--- config.mk ---
export PLATFORM = sky130hd
export DESIGN_NAME = cpu_ctrl_fsm
export DESIGN_NICKNAME = d
export VERILOG_FILES = /design/src/rtl/cpu_ctrl_pkg.sv /design/src/rtl/cpu_ctrl_fsm_cond_unit.sv /design/src/rtl/cpu_ctrl_fsm.sv
export SDC_FILE = /design/constraint.sdc
export NUM_CORES = 1
export LEC_CHECK = 0
export ABC_AREA = 1
export CAP_MARGIN = 20
export CORE_MARGIN = 2
export CORE_UTILIZATION = 41
export CTS_CLUSTER_SIZE = 20
export DETAILED_ROUTE_END_ITERATION = 10
export MAX_ROUTING_LAYER = met4
export PLACE_DENSITY = 0.95
export SETUP_SLACK_MARGIN = 0.1
export SYNTH_ARGS = -nofsm -noshare
export SYNTH_HDL_FRONTEND = slang
export SYNTH_HIERARCHICAL = 1
export SYNTH_SLANG_ARGS = --single-unit
--- constraint.sdc ---
create_clock -name clk -period 3.8 [get_ports clk]
set_clock_uncertainty 0.2 [all_clocks]
set_input_delay 0.57 -clock clk [delete_from_list [all_inputs] [get_ports clk]]
set_output_delay 0.57 -clock clk [all_outputs]
set_load 0.03 [all_outputs]
--- src/rtl/cpu_ctrl_pkg.sv ---
// Shared encodings for the multicycle ARM control unit: FSM states, datapath
// mux encodings, condition codes, data-processing commands and the
// condition-evaluation helper.
package cpu_ctrl_pkg;

    typedef enum logic [3:0] {
        S_FETCH  = 4'd0,
        S_DECODE = 4'd1,
        S_MEMADR = 4'd2,
        S_MEMRD  = 4'd3,
        S_MEMWB  = 4'd4,
        S_MEMWR  = 4'd5,
        S_EXECR  = 4'd6,
        S_EXECI  = 4'd7,
        S_ALUWB  = 4'd8,
        S_BRANCH = 4'd9
    } state_t;

    typedef enum logic [2:0] {
        ALU_ADD = 3'b000,
        ALU_SUB = 3'b001,
        ALU_AND = 3'b010,
        ALU_ORR = 3'b011,
        ALU_MOV = 3'b100
    } alu_ctrl_t;

    typedef enum logic [1:0] {
        RES_ALUOUT = 2'b00,
        RES_MEM    = 2'b01,
        RES_ALU    = 2'b10
    } result_src_t;

    typedef enum logic [1:0] {
        SRCB_REG  = 2'b00,
        SRCB_IMM  = 2'b01,
        SRCB_FOUR = 2'b10
    } alu_src_b_t;

    localparam logic [1:0] IMM_ROT8 = 2'b00;
    localparam logic [1:0] IMM_12   = 2'b01;
    localparam logic [1:0] IMM_24   = 2'b10;

    localparam logic [3:0] COND_EQ = 4'b0000;
    localparam logic [3:0] COND_NE = 4'b0001;
    localparam logic [3:0] COND_CS = 4'b0010;
    localparam logic [3:0] COND_CC = 4'b0011;
    localparam logic [3:0] COND_MI = 4'b0100;
    localparam logic [3:0] COND_PL = 4'b0101;
    localparam logic [3:0] COND_VS = 4'b0110;
    localparam logic [3:0] COND_VC = 4'b0111;
    localparam logic [3:0] COND_HI = 4'b1000;
    localparam logic [3:0] COND_LS = 4'b1001;
    localparam logic [3:0] COND_GE = 4'b1010;
    localparam logic [3:0] COND_LT = 4'b1011;
    localparam logic [3:0] COND_GT = 4'b1100;
    localparam logic [3:0] COND_LE = 4'b1101;
    localparam logic [3:0] COND_AL = 4'b1110;

    localparam logic [3:0] CMD_AND = 4'b0000;
    localparam logic [3:0] CMD_SUB = 4'b0010;
    localparam logic [3:0] CMD_ADD = 4'b0100;
    localparam logic [3:0] CMD_CMP = 4'b1010;
    localparam logic [3:0] CMD_ORR = 4'b1100;
    localparam logic [3:0] CMD_MOV = 4'b1101;

    // Evaluate an ARM condition field against NZCV; 1111 never passes.
    function automatic logic cond_check(input logic [3:0] cond, input logic [3:0] nzcv);
        logic n, z, c, v;
        {n, z, c, v} = nzcv;
        case (cond)
            COND_EQ: return z;
            COND_NE: return !z;
            COND_CS: return c;
            COND_CC: return !c;
            COND_MI: return n;
            COND_PL: return !n;
            COND_VS: return v;
            COND_VC: return !v;
            COND_HI: return c && !z;
            COND_LS: return !c || z;
            COND_GE: return n == v;
            COND_LT: return n != v;
            COND_GT: return !z && (n == v);
            COND_LE: return z || (n != v);
            COND_AL: return 1'b1;
            default: return 1'b0;
        endcase
    endfunction

endpackage

--- src/rtl/cpu_ctrl_fsm_cond_unit.sv ---
// Condition unit: NZCV flag register, condition evaluation and flag-write
// gating. The pass/fail result seen in EXEC is held for the writeback state so
// that flags written by an instruction never alter its own writeback.
module cond_unit
    import cpu_ctrl_pkg::*;
#(
    parameter int FLAG_W = 4
) (
    input  logic              clk,
    input  logic              rst,
    input  logic [3:0]        cond,
    input  logic [FLAG_W-1:0] alu_flags,
    input  logic              flag_wr_nz,
    input  logic              flag_wr_cv,
    input  logic              cond_latch,
    input  logic              use_latched,
    output logic              cond_ex
);

    logic [FLAG_W-1:0] flags_q, flags_d;
    logic              cond_hold_q, cond_hold_d;
    logic              cond_live;

    assign cond_live = cond_check(cond, flags_q);
    assign cond_ex   = use_latched ? cond_hold_q : cond_live;

    // Next flags (NZ and CV written independently) and held condition result.
    always_comb begin
        flags_d     = flags_q;
        cond_hold_d = cond_hold_q;
        if (cond_live && flag_wr_nz) flags_d[3:2] = alu_flags[3:2];
        if (cond_live && flag_wr_cv) flags_d[1:0] = alu_flags[1:0];
        if (cond_latch)              cond_hold_d  = cond_live;
    end

    // Flag and condition-hold registers.
    always_ff @(posedge clk or negedge rst) begin
        if (!rst) begin
            flags_q     <= '0;
            cond_hold_q <= 1'b0;
        end else begin
            flags_q     <= flags_d;
            cond_hold_q <= cond_hold_d;
        end
    end

endmodule

--- src/rtl/cpu_ctrl_fsm.sv ---
// Multicycle ARM control unit: sequences DP reg/imm, LDR/STR and B/BL through
// fetch/decode/execute/memory/writeback and drives all datapath controls.
// Optional macro CPU_CTRL_MEM_WAIT_EN adds mem_ready; FETCH, MEMRD and MEMWR
// then stall until memory responds.
module cpu_ctrl_fsm
    import cpu_ctrl_pkg::*;
#(
    parameter int INSTR_W = 32,
    parameter int FLAG_W  = 4
) (
    input  logic               clk,
    input  logic               rst,
`ifdef CPU_CTRL_MEM_WAIT_EN
    input  logic               mem_ready,
`endif
    input  logic [INSTR_W-1:0] inst,
    input  logic [FLAG_W-1:0]  alu_flags,
    output logic               pc_write,
    output logic               adr_src,
    output logic               mem_write,
    output logic               ir_write,
    output logic               reg_write,
    output logic [1:0]         result_src,
    output logic               alu_src_a,
    output logic [1:0]         alu_src_b,
    output logic [1:0]         imm_src,
    output logic [2:0]         alu_control,
    output logic               illegal
);

    state_t      state_q, state_d;
    logic [3:0]  cond, rd, cmd;
    logic [1:0]  op;
    logic [5:0]  funct;
    logic        rd_pc, cond_ex, mem_rdy;
    logic        flag_wr_nz, flag_wr_cv, cond_latch, use_latched;
    logic        legal, is_cmp, arith;

    logic        pc_w, adr_s, mem_w, ir_w, reg_w, src_a, ill;
    result_src_t res_s;
    alu_src_b_t  src_b;
    logic [1:0]  imm_s;
    alu_ctrl_t   alu_c;

    logic        unused_inst;

    assign cond  = inst[31:28];
    assign op    = inst[27:26];
    assign funct = inst[25:20];
    assign rd    = inst[15:12];
    assign cmd   = funct[4:1];
    assign rd_pc = (rd == 4'd15);
    assign unused_inst = ^{inst[19:16], inst[11:0]};

`ifdef CPU_CTRL_MEM_WAIT_EN
    assign mem_rdy = mem_ready;
`else
    assign mem_rdy = 1'b1;
`endif

    // Condition result is captured in EXEC and reused in ALUWB.
    assign cond_latch  = (state_q == S_EXECR) || (state_q == S_EXECI);
    assign use_latched = (state_q == S_ALUWB);

    cond_unit #(.FLAG_W(FLAG_W)) u_cond (
        .clk         (clk),
        .rst         (rst),
        .cond        (cond),
        .alu_flags   (alu_flags),
        .flag_wr_nz  (flag_wr_nz),
        .flag_wr_cv  (flag_wr_cv),
        .cond_latch  (cond_latch),
        .use_latched (use_latched),
        .cond_ex     (cond_ex)
    );

    // Data-processing command decode: legality, compare and arithmetic class.
    always_comb begin
        legal  = 1'b1;
        is_cmp = 1'b0;
        arith  = 1'b0;
        case (cmd)
            CMD_ADD: arith = 1'b1;
            CMD_SUB: arith = 1'b1;
            CMD_CMP: begin arith = 1'b1; is_cmp = 1'b1; end
            CMD_AND, CMD_ORR, CMD_MOV: ;
            default: legal = 1'b0;
        endcase
    end

    // Next-state and raw control decode for the current state.
    always_comb begin
        state_d    = state_q;
        pc_w       = 1'b0;
        adr_s      = 1'b0;
        mem_w      = 1'b0;
        ir_w       = 1'b0;
        reg_w      = 1'b0;
        res_s      = RES_ALUOUT;
        src_a      = 1'b0;
        src_b      = SRCB_REG;
        imm_s      = IMM_ROT8;
        alu_c      = ALU_ADD;
        ill        = 1'b0;
        flag_wr_nz = 1'b0;
        flag_wr_cv = 1'b0;
        case (state_q)
            S_FETCH: begin
                ir_w  = mem_rdy;
                pc_w  = mem_rdy;
                src_a = 1'b1;
                src_b = SRCB_FOUR;
                res_s = RES_ALU;
                if (mem_rdy) state_d = S_DECODE;
            end
            S_DECODE: begin
                src_a = 1'b1;
                src_b = SRCB_FOUR;
                case (op)
                    2'b00:   state_d = funct[5] ? S_EXECI : S_EXECR;
                    2'b01:   state_d = S_MEMADR;
                    2'b10:   state_d = S_BRANCH;
                    default: begin ill = 1'b1; state_d = S_FETCH; end
                endcase
            end
            S_EXECR, S_EXECI: begin
                src_b = (state_q == S_EXECI) ? SRCB_IMM : SRCB_REG;
                case (cmd)
                    CMD_ADD: alu_c = ALU_ADD;
                    CMD_SUB: alu_c = ALU_SUB;
                    CMD_CMP: alu_c = ALU_SUB;
                    CMD_AND: alu_c = ALU_AND;
                    CMD_ORR: alu_c = ALU_ORR;
                    CMD_MOV: alu_c = ALU_MOV;
                    default: alu_c = ALU_ADD;
                endcase
                if (!legal) begin
                    ill     = 1'b1;
                    state_d = S_FETCH;
                end else begin
                    flag_wr_nz = funct[0] || is_cmp;
                    flag_wr_cv = (funct[0] || is_cmp) && arith;
                    state_d    = is_cmp ? S_FETCH : S_ALUWB;
                end
            end
            S_ALUWB: begin
                reg_w   = cond_ex;
                pc_w    = cond_ex && rd_pc;
                state_d = S_FETCH;
            end
            S_MEMADR: begin
                src_b   = SRCB_IMM;
                imm_s   = IMM_12;
                alu_c   = funct[3] ? ALU_ADD : ALU_SUB;
                state_d = funct[0] ? S_MEMRD : S_MEMWR;
            end
            S_MEMRD: begin
                adr_s = 1'b1;
                if (mem_rdy) state_d = S_MEMWB;
            end
            S_MEMWB: begin
                res_s   = RES_MEM;
                reg_w   = cond_ex;
                pc_w    = cond_ex && rd_pc;
                state_d = S_FETCH;
            end
            S_MEMWR: begin
                adr_s = 1'b1;
                mem_w = cond_ex && mem_rdy;
                if (mem_rdy) state_d = S_FETCH;
            end
            S_BRANCH: begin
                src_b   = SRCB_IMM;
                imm_s   = IMM_24;
                res_s   = RES_ALU;
                pc_w    = cond_ex;
                state_d = S_FETCH;
            end
            default: state_d = S_FETCH;
        endcase
    end

    // State register; reset abandons any instruction in flight.
    always_ff @(posedge clk or negedge rst) begin
        if (!rst) state_q <= S_FETCH;
        else      state_q <= state_d;
    end

    // Every control is forced low while reset is held.
    assign pc_write    = rst && pc_w;
    assign adr_src     = rst && adr_s;
    assign mem_write   = rst && mem_w;
    assign ir_write    = rst && ir_w;
    assign reg_write   = rst && reg_w;
    assign alu_src_a   = rst && src_a;
    assign illegal     = rst && ill;
    assign result_src  = rst ? res_s : 2'b00;
    assign alu_src_b   = rst ? src_b : 2'b00;
    assign imm_src     = rst ? imm_s : 2'b00;
    assign alu_control = rst ? alu_c : 3'b000;

endmodule
## Word level (Yosys, flattened, before mapping)

Cells that the tools add are included.

- Logic and storage cells: 107
- Register bits after elaboration: 9
- Input bits: 38
- Output and inout port bits: 16

- Multiplexer cells: 35
- Eq/ne operators: 33
- Reduce and logical (&&, ||, !) cells: 35

Operator list:

| cell | count |
|---|---|
| 4-bit equality test, second input constant | 13 |
| 4-bit by 3-bit equality test with 1-bit output, second input constant | 9 |
| 4-bit by 2-bit equality test with 1-bit output, second input constant | 5 |
| 4-bit case mux with 5 select lines | 1 |
| 1-bit 2-to-1 mux | 18 |
| 1-bit case mux with 15 select lines | 1 |
| 2-bit OR reduction | 7 |
| 1-bit logical AND | 13 |
| 4-bit logical NOT | 3 |
| 3-bit case mux with 4 select lines | 1 |
| 4-bit case mux with 3 select lines | 1 |
| 4-bit by 1-bit equality test with 1-bit output, second input constant | 2 |
| 4-bit 2-to-1 mux | 2 |
| 2-bit case mux with 2 select lines | 2 |
| 2-bit 2-to-1 mux | 3 |
| 3-bit 2-to-1 mux | 2 |
| 2-bit case mux with 3 select lines | 1 |
| 3-bit case mux with 2 select lines | 1 |
| 3-bit OR reduction | 2 |
| 6-bit OR reduction | 1 |
| 1-bit logical NOT | 4 |
| 1-bit logical OR | 4 |
| 1-bit case mux with 3 select lines | 1 |
| 2-bit by 1-bit equality test with 1-bit output, second input constant | 1 |
| 5 further kinds | 5 |

## Depth between registers and ports, before layout

- Word-level depth: 7
- Depth in mapped cells: 16
- Gate-level depth less buffers: 16

## Modules after synthesis

The synthesis kept the hierarchy.

By module, submodules not included:

| module | cells an instance | seq. area each (µm²) | area an instance (µm²) | times used |
|---|---|---|---|---|
| cpu_ctrl_fsm | 92 | 100.1 | 514.2 | 1 |
| cond_unit | 76 | 125.1 | 422.9 | 1 |

## Worst setup path before layout

OpenSTA, ideal clock, no wires.

- Path type: input port to output port
- From: in inst[28]
- To: out pc_write
- Buffers on the path: 0
- Data arrival time: 1.810 ns
- Data required time: 3.030 ns
- Slack: 1.220 ns
- Cell stages on the path: 15
- Path through: inv_1 -> nor2_1 -> nand2_1 -> nand3_1 -> nand2_1 -> nand2_1 -> nor2_2 -> nand2_2 -> o21a_1 -> inv_1 -> nor3_1 -> nand2_1 -> nand3_1 -> nand2_1 -> inv_1

- Cells in the longest elaborated chain, start to end: 6
- Elaborated cells on any way between the ends: 20
- Classes of those cells: eq/ne (14); mux (3); reduce/logical (3)

RTL lines:

| item | RTL line | RTL |
|---|---|---|
| start, declared | cpu_ctrl_fsm.sv:16 | `input logic [INSTR_W-1:0] inst,` |
| 4-bit equality test (tied with other cells) | cpu_ctrl_pkg.sv:70 | `case (cond)` |
| 1-bit case mux with 15 select lines * | cpu_ctrl_pkg.sv:70 |  |
| 1-bit 2-to-1 mux * | cpu_ctrl_fsm_cond_unit.sv:25 | `assign cond_ex = use_latched ? cond_hold_q : cond_live;` |
| net cond_ex | cpu_ctrl_fsm.sv:35 | `logic rd_pc, cond_ex, mem_rdy;` |
| 1-bit logical AND | cpu_ctrl_fsm.sv:148, cpu_ctrl_fsm.sv:164 |  |
| 1-bit case mux with 3 select lines * | cpu_ctrl_fsm.sv:107 | `case (state_q)` |
| 1-bit logical AND * | cpu_ctrl_fsm.sv:190 | `assign pc_write = rst && pc_w;` |
| end, declared | cpu_ctrl_fsm.sv:18 | `output logic pc_write,` |

Mark *: on every way through the listed nets, which the timed path passes. The rest lies on a longest branch.

## Final worst setup path

- From: in inst[28]
- To: out mem_write

- Cells in the longest elaborated chain, start to end: 5
- Elaborated cells on any way between the ends: 19
- Classes of those cells: eq/ne (14); mux (3); reduce/logical (2)

RTL lines:

| item | RTL line | RTL |
|---|---|---|
| 4-bit equality test (tied with other cells) | cpu_ctrl_pkg.sv:70 |  |
| 1-bit case mux with 15 select lines * | cpu_ctrl_pkg.sv:70 |  |
| 1-bit 2-to-1 mux * | cpu_ctrl_fsm_cond_unit.sv:25 |  |
| net cond_ex | cpu_ctrl_fsm.sv:35 |  |
| 1-bit 2-to-1 mux * | cpu_ctrl_fsm.sv:107 |  |
| 1-bit logical AND * | cpu_ctrl_fsm.sv:192 | `assign mem_write = rst && mem_w;` |
| end, declared | cpu_ctrl_fsm.sv:20 | `output logic mem_write,` |

Marks and branches as above.

==> flow_summary.ini <==
[run_status]
status = completed

[yosys]
ys_types = 19
netlist.area_leader.share_pct = 24.0
seq_area_frac_synth_pct = 24.0
synth_area_leaders = dfrtp_1 24%, nand2_1 23%, nand3_1 10%, inv_1 9.2%, nor2_1 6.8%
syn_area_um2 = 937
syn-num-nets = 206
synth-seq-cells = 9
synth_warnings = 6
avgSynthCellArea_um2 = 5.58
yosysTopAreaCell = dfrtp_1
syn_inst = 168

[sta]
slew_headroom_pct = 78.8
fin_crit_ps = 3420
hold_ws_ps = 324
final_hold_viol_count = 0
setup_ws_ps = 380
rsz0062_at_grt = no
tightest_slew_ps = 317
setup_viol = 0
post-route-period-util_pct = 90.0
tns_ps = 0
fmax_ghz = 0.292
slew_violations = 0

[drt]
drt_iter0_drc = 21
wl_per_cell_um = 9.84
dr.pass1.iters = 5
ant_nets = 0
drt_wl_total_um = 2340
drcViolationCount = 0
viasPerCell = 4.89
vias = 1165

[floorplan]
initial_core_util_pct = 42.8
std_cell_rows = 17
io_pins = 54
fp.dieW_um = 51.8
die_area_um2 = 2680
die_y_um = 51.8
core_um2 = 2190

[placed_design]
place_congestion = 0.890
place_ws_ps = 36.5
placed_cell_area_um2 = 1350
dp_hpwl_um = 1960
io_buffers = 37

[critical_path]
cp_data_arrival_time_ps = 2650
worstSetupEndpointType = output port
worstSetupStartpointType = input port
cp.required_ps = 3030
crit_slowest_cell = clkdlybuf4s50_1
crit_type = in2out
max_stage_delay_ps = 670
path_max_fanout = 4
r2r_cells = 9
crit_chain = clkdlybuf4s50_1, inv_1, nor2_1, nand2_1, nand2_1, nand2_1, nand3_1, nor2_1, nand2_2, o21a_1, inv_1, nor2_1, clkdlybuf4s50_1

[cells_and_area]
drive_above_1_share_pct = 12.9
fin_area_um2 = 1380
antenna_cells = 0
finalNetCount = 249
syn2layout_area_growth_pct = 46.7

[cts]
cts_sinks = 9
cts_root_buffer = clkbuf_4
numCtsBuffers = 3
htree_levels = 1
clkLatencyLatePin_ps = 280
cts_setup_buffers = 0
path_clk_slew_ps = 60
cts_buffer_depth = 2
cts_tree = yes

[grt]
grt_start_max_net_pins = 16
antenna_found_initial = 0
grt_overflow = 0
grt_pass1_vias = 1035
grt_usage_pct = 20.2
grt_pass1_wl_um = 3970

[hold_path]
holdPathStages = 2
min_path_type = reg2reg

[power]
ir_drop_uv = 340
leakagePower_uw = 0.000672
powerDensity_nw_per_um2 = 450
p_total_uw = 619

[flow_run]
maxCapViolations = 0
[kinds of logic after synthesis]
family | synth area share [%]
AOI/OAI and AO/OA | 11.2
DFF | 24.0
and+or+nand+nor | 53.4
buffers and inverters | 11.3
[final timing paths]
kind | start | endpoint | slack, ps
hold / removal | u_cond/flags_q[1]$_DFFE_PN0P_ | u_cond/flags_q[1]$_DFFE_PN0P_ | 320
hold reg to reg | u_cond/flags_q[1]$_DFFE_PN0P_ | u_cond/flags_q[1]$_DFFE_PN0P_ | 320
setup / recovery | inst[28] | mem_write | 380
min in group asynchronous | rst | state_q[0]$_DFF_PN0_ | 420
setup reg to reg | state_q[2]$_DFF_PN0_ | u_cond/flags_q[3]$_DFFE_PN0P_ | 2130
max in group asynchronous | rst | u_cond/flags_q[0]$_DFFE_PN0P_ | 2800
[final cells by class]
type                    instances  area (µm²)
fillers                       213         816
multi-input cells             131         606
repair buffers                 39         380
flip-flops and latches          9         225
inverters                      27         101
well taps                      28        35.0
clock buffers                   3        22.5
clock inverters                 1        5.00
[metrics by stage]
step / instances / util (%)
finish: 238 / 62.8
floorplan: 168 / -
CTS: 238 / 62.9
global route: 238 / 62.8
global placement: 234 / 61.7
detailed placement: 234 / 61.7
[sequential cells by signal (all words and copies together), names as in the netlist]
register,flops
state_q,4
u_cond/flags_q,4
u_cond/cond_hold_q,1
[synthesized netlist by cell type]
library cell,number
dfrtp_1,9
nor2_2,8
a21oi_1,3
nand3b_1,1
o21ai_0,4
inv_1,23
nand2_2,4
nor3_1,4
nor2_1,17
buf_2,1
nand3_2,1
nand2_1,58
o21ai_1,6
o31ai_1,1
o21a_1,2
nor2_4,1
nand3_1,19
inv_2,4
a21oi_2,2
[report_power, final]
part	switching, µW	total [µW]	internal (µW)	leakage (µW)
sequential	36.9	163	126	0.000119
combinational	231	378	147	0.000535
clock	39.1	78.1	39.0	0.0000177
[routing by layer]
metal	share of wire [%]	global-route usage (%)	vias to the layer above
li1	-	-	614
met1	46	23.1	512
met2	46	33.8	32
met3	4.7	2.87	7
met4	2.6	11.8	0
met5	0	-	-
[layout by cell type (no fill, tap or decap)]
cell             count
nand3_1             19
inv_1               23
nor3_1               4
nor2_4               1
o21ai_1              6
buf_4                2
nor2_2               8
a21oi_1              3
nor2_1              17
nand3_2              1
o21a_1               2
inv_2                4
dfrtp_1              9
nand3b_1             1
clkdlybuf4s50_1     36
clkbuf_4             3
a21oi_2              2
o31ai_1              1
clkbuf_2             1
o21ai_0              4
nand2_2              4
clkinv_2             1
nand2_1             58
[worst max-delay path: cells and delay by family]
kind            cells  cell delay [ps]
buf+inv             4             1320
compound gates      1              140
simple gates        8              610
[what timing repair did]
action	in CTS	in global routing
cloned	0	0
gates resized for setup	1	2
setup endpoints to repair	1	1
hold buffers	0	0
Power figures use the tool's default switching activity.
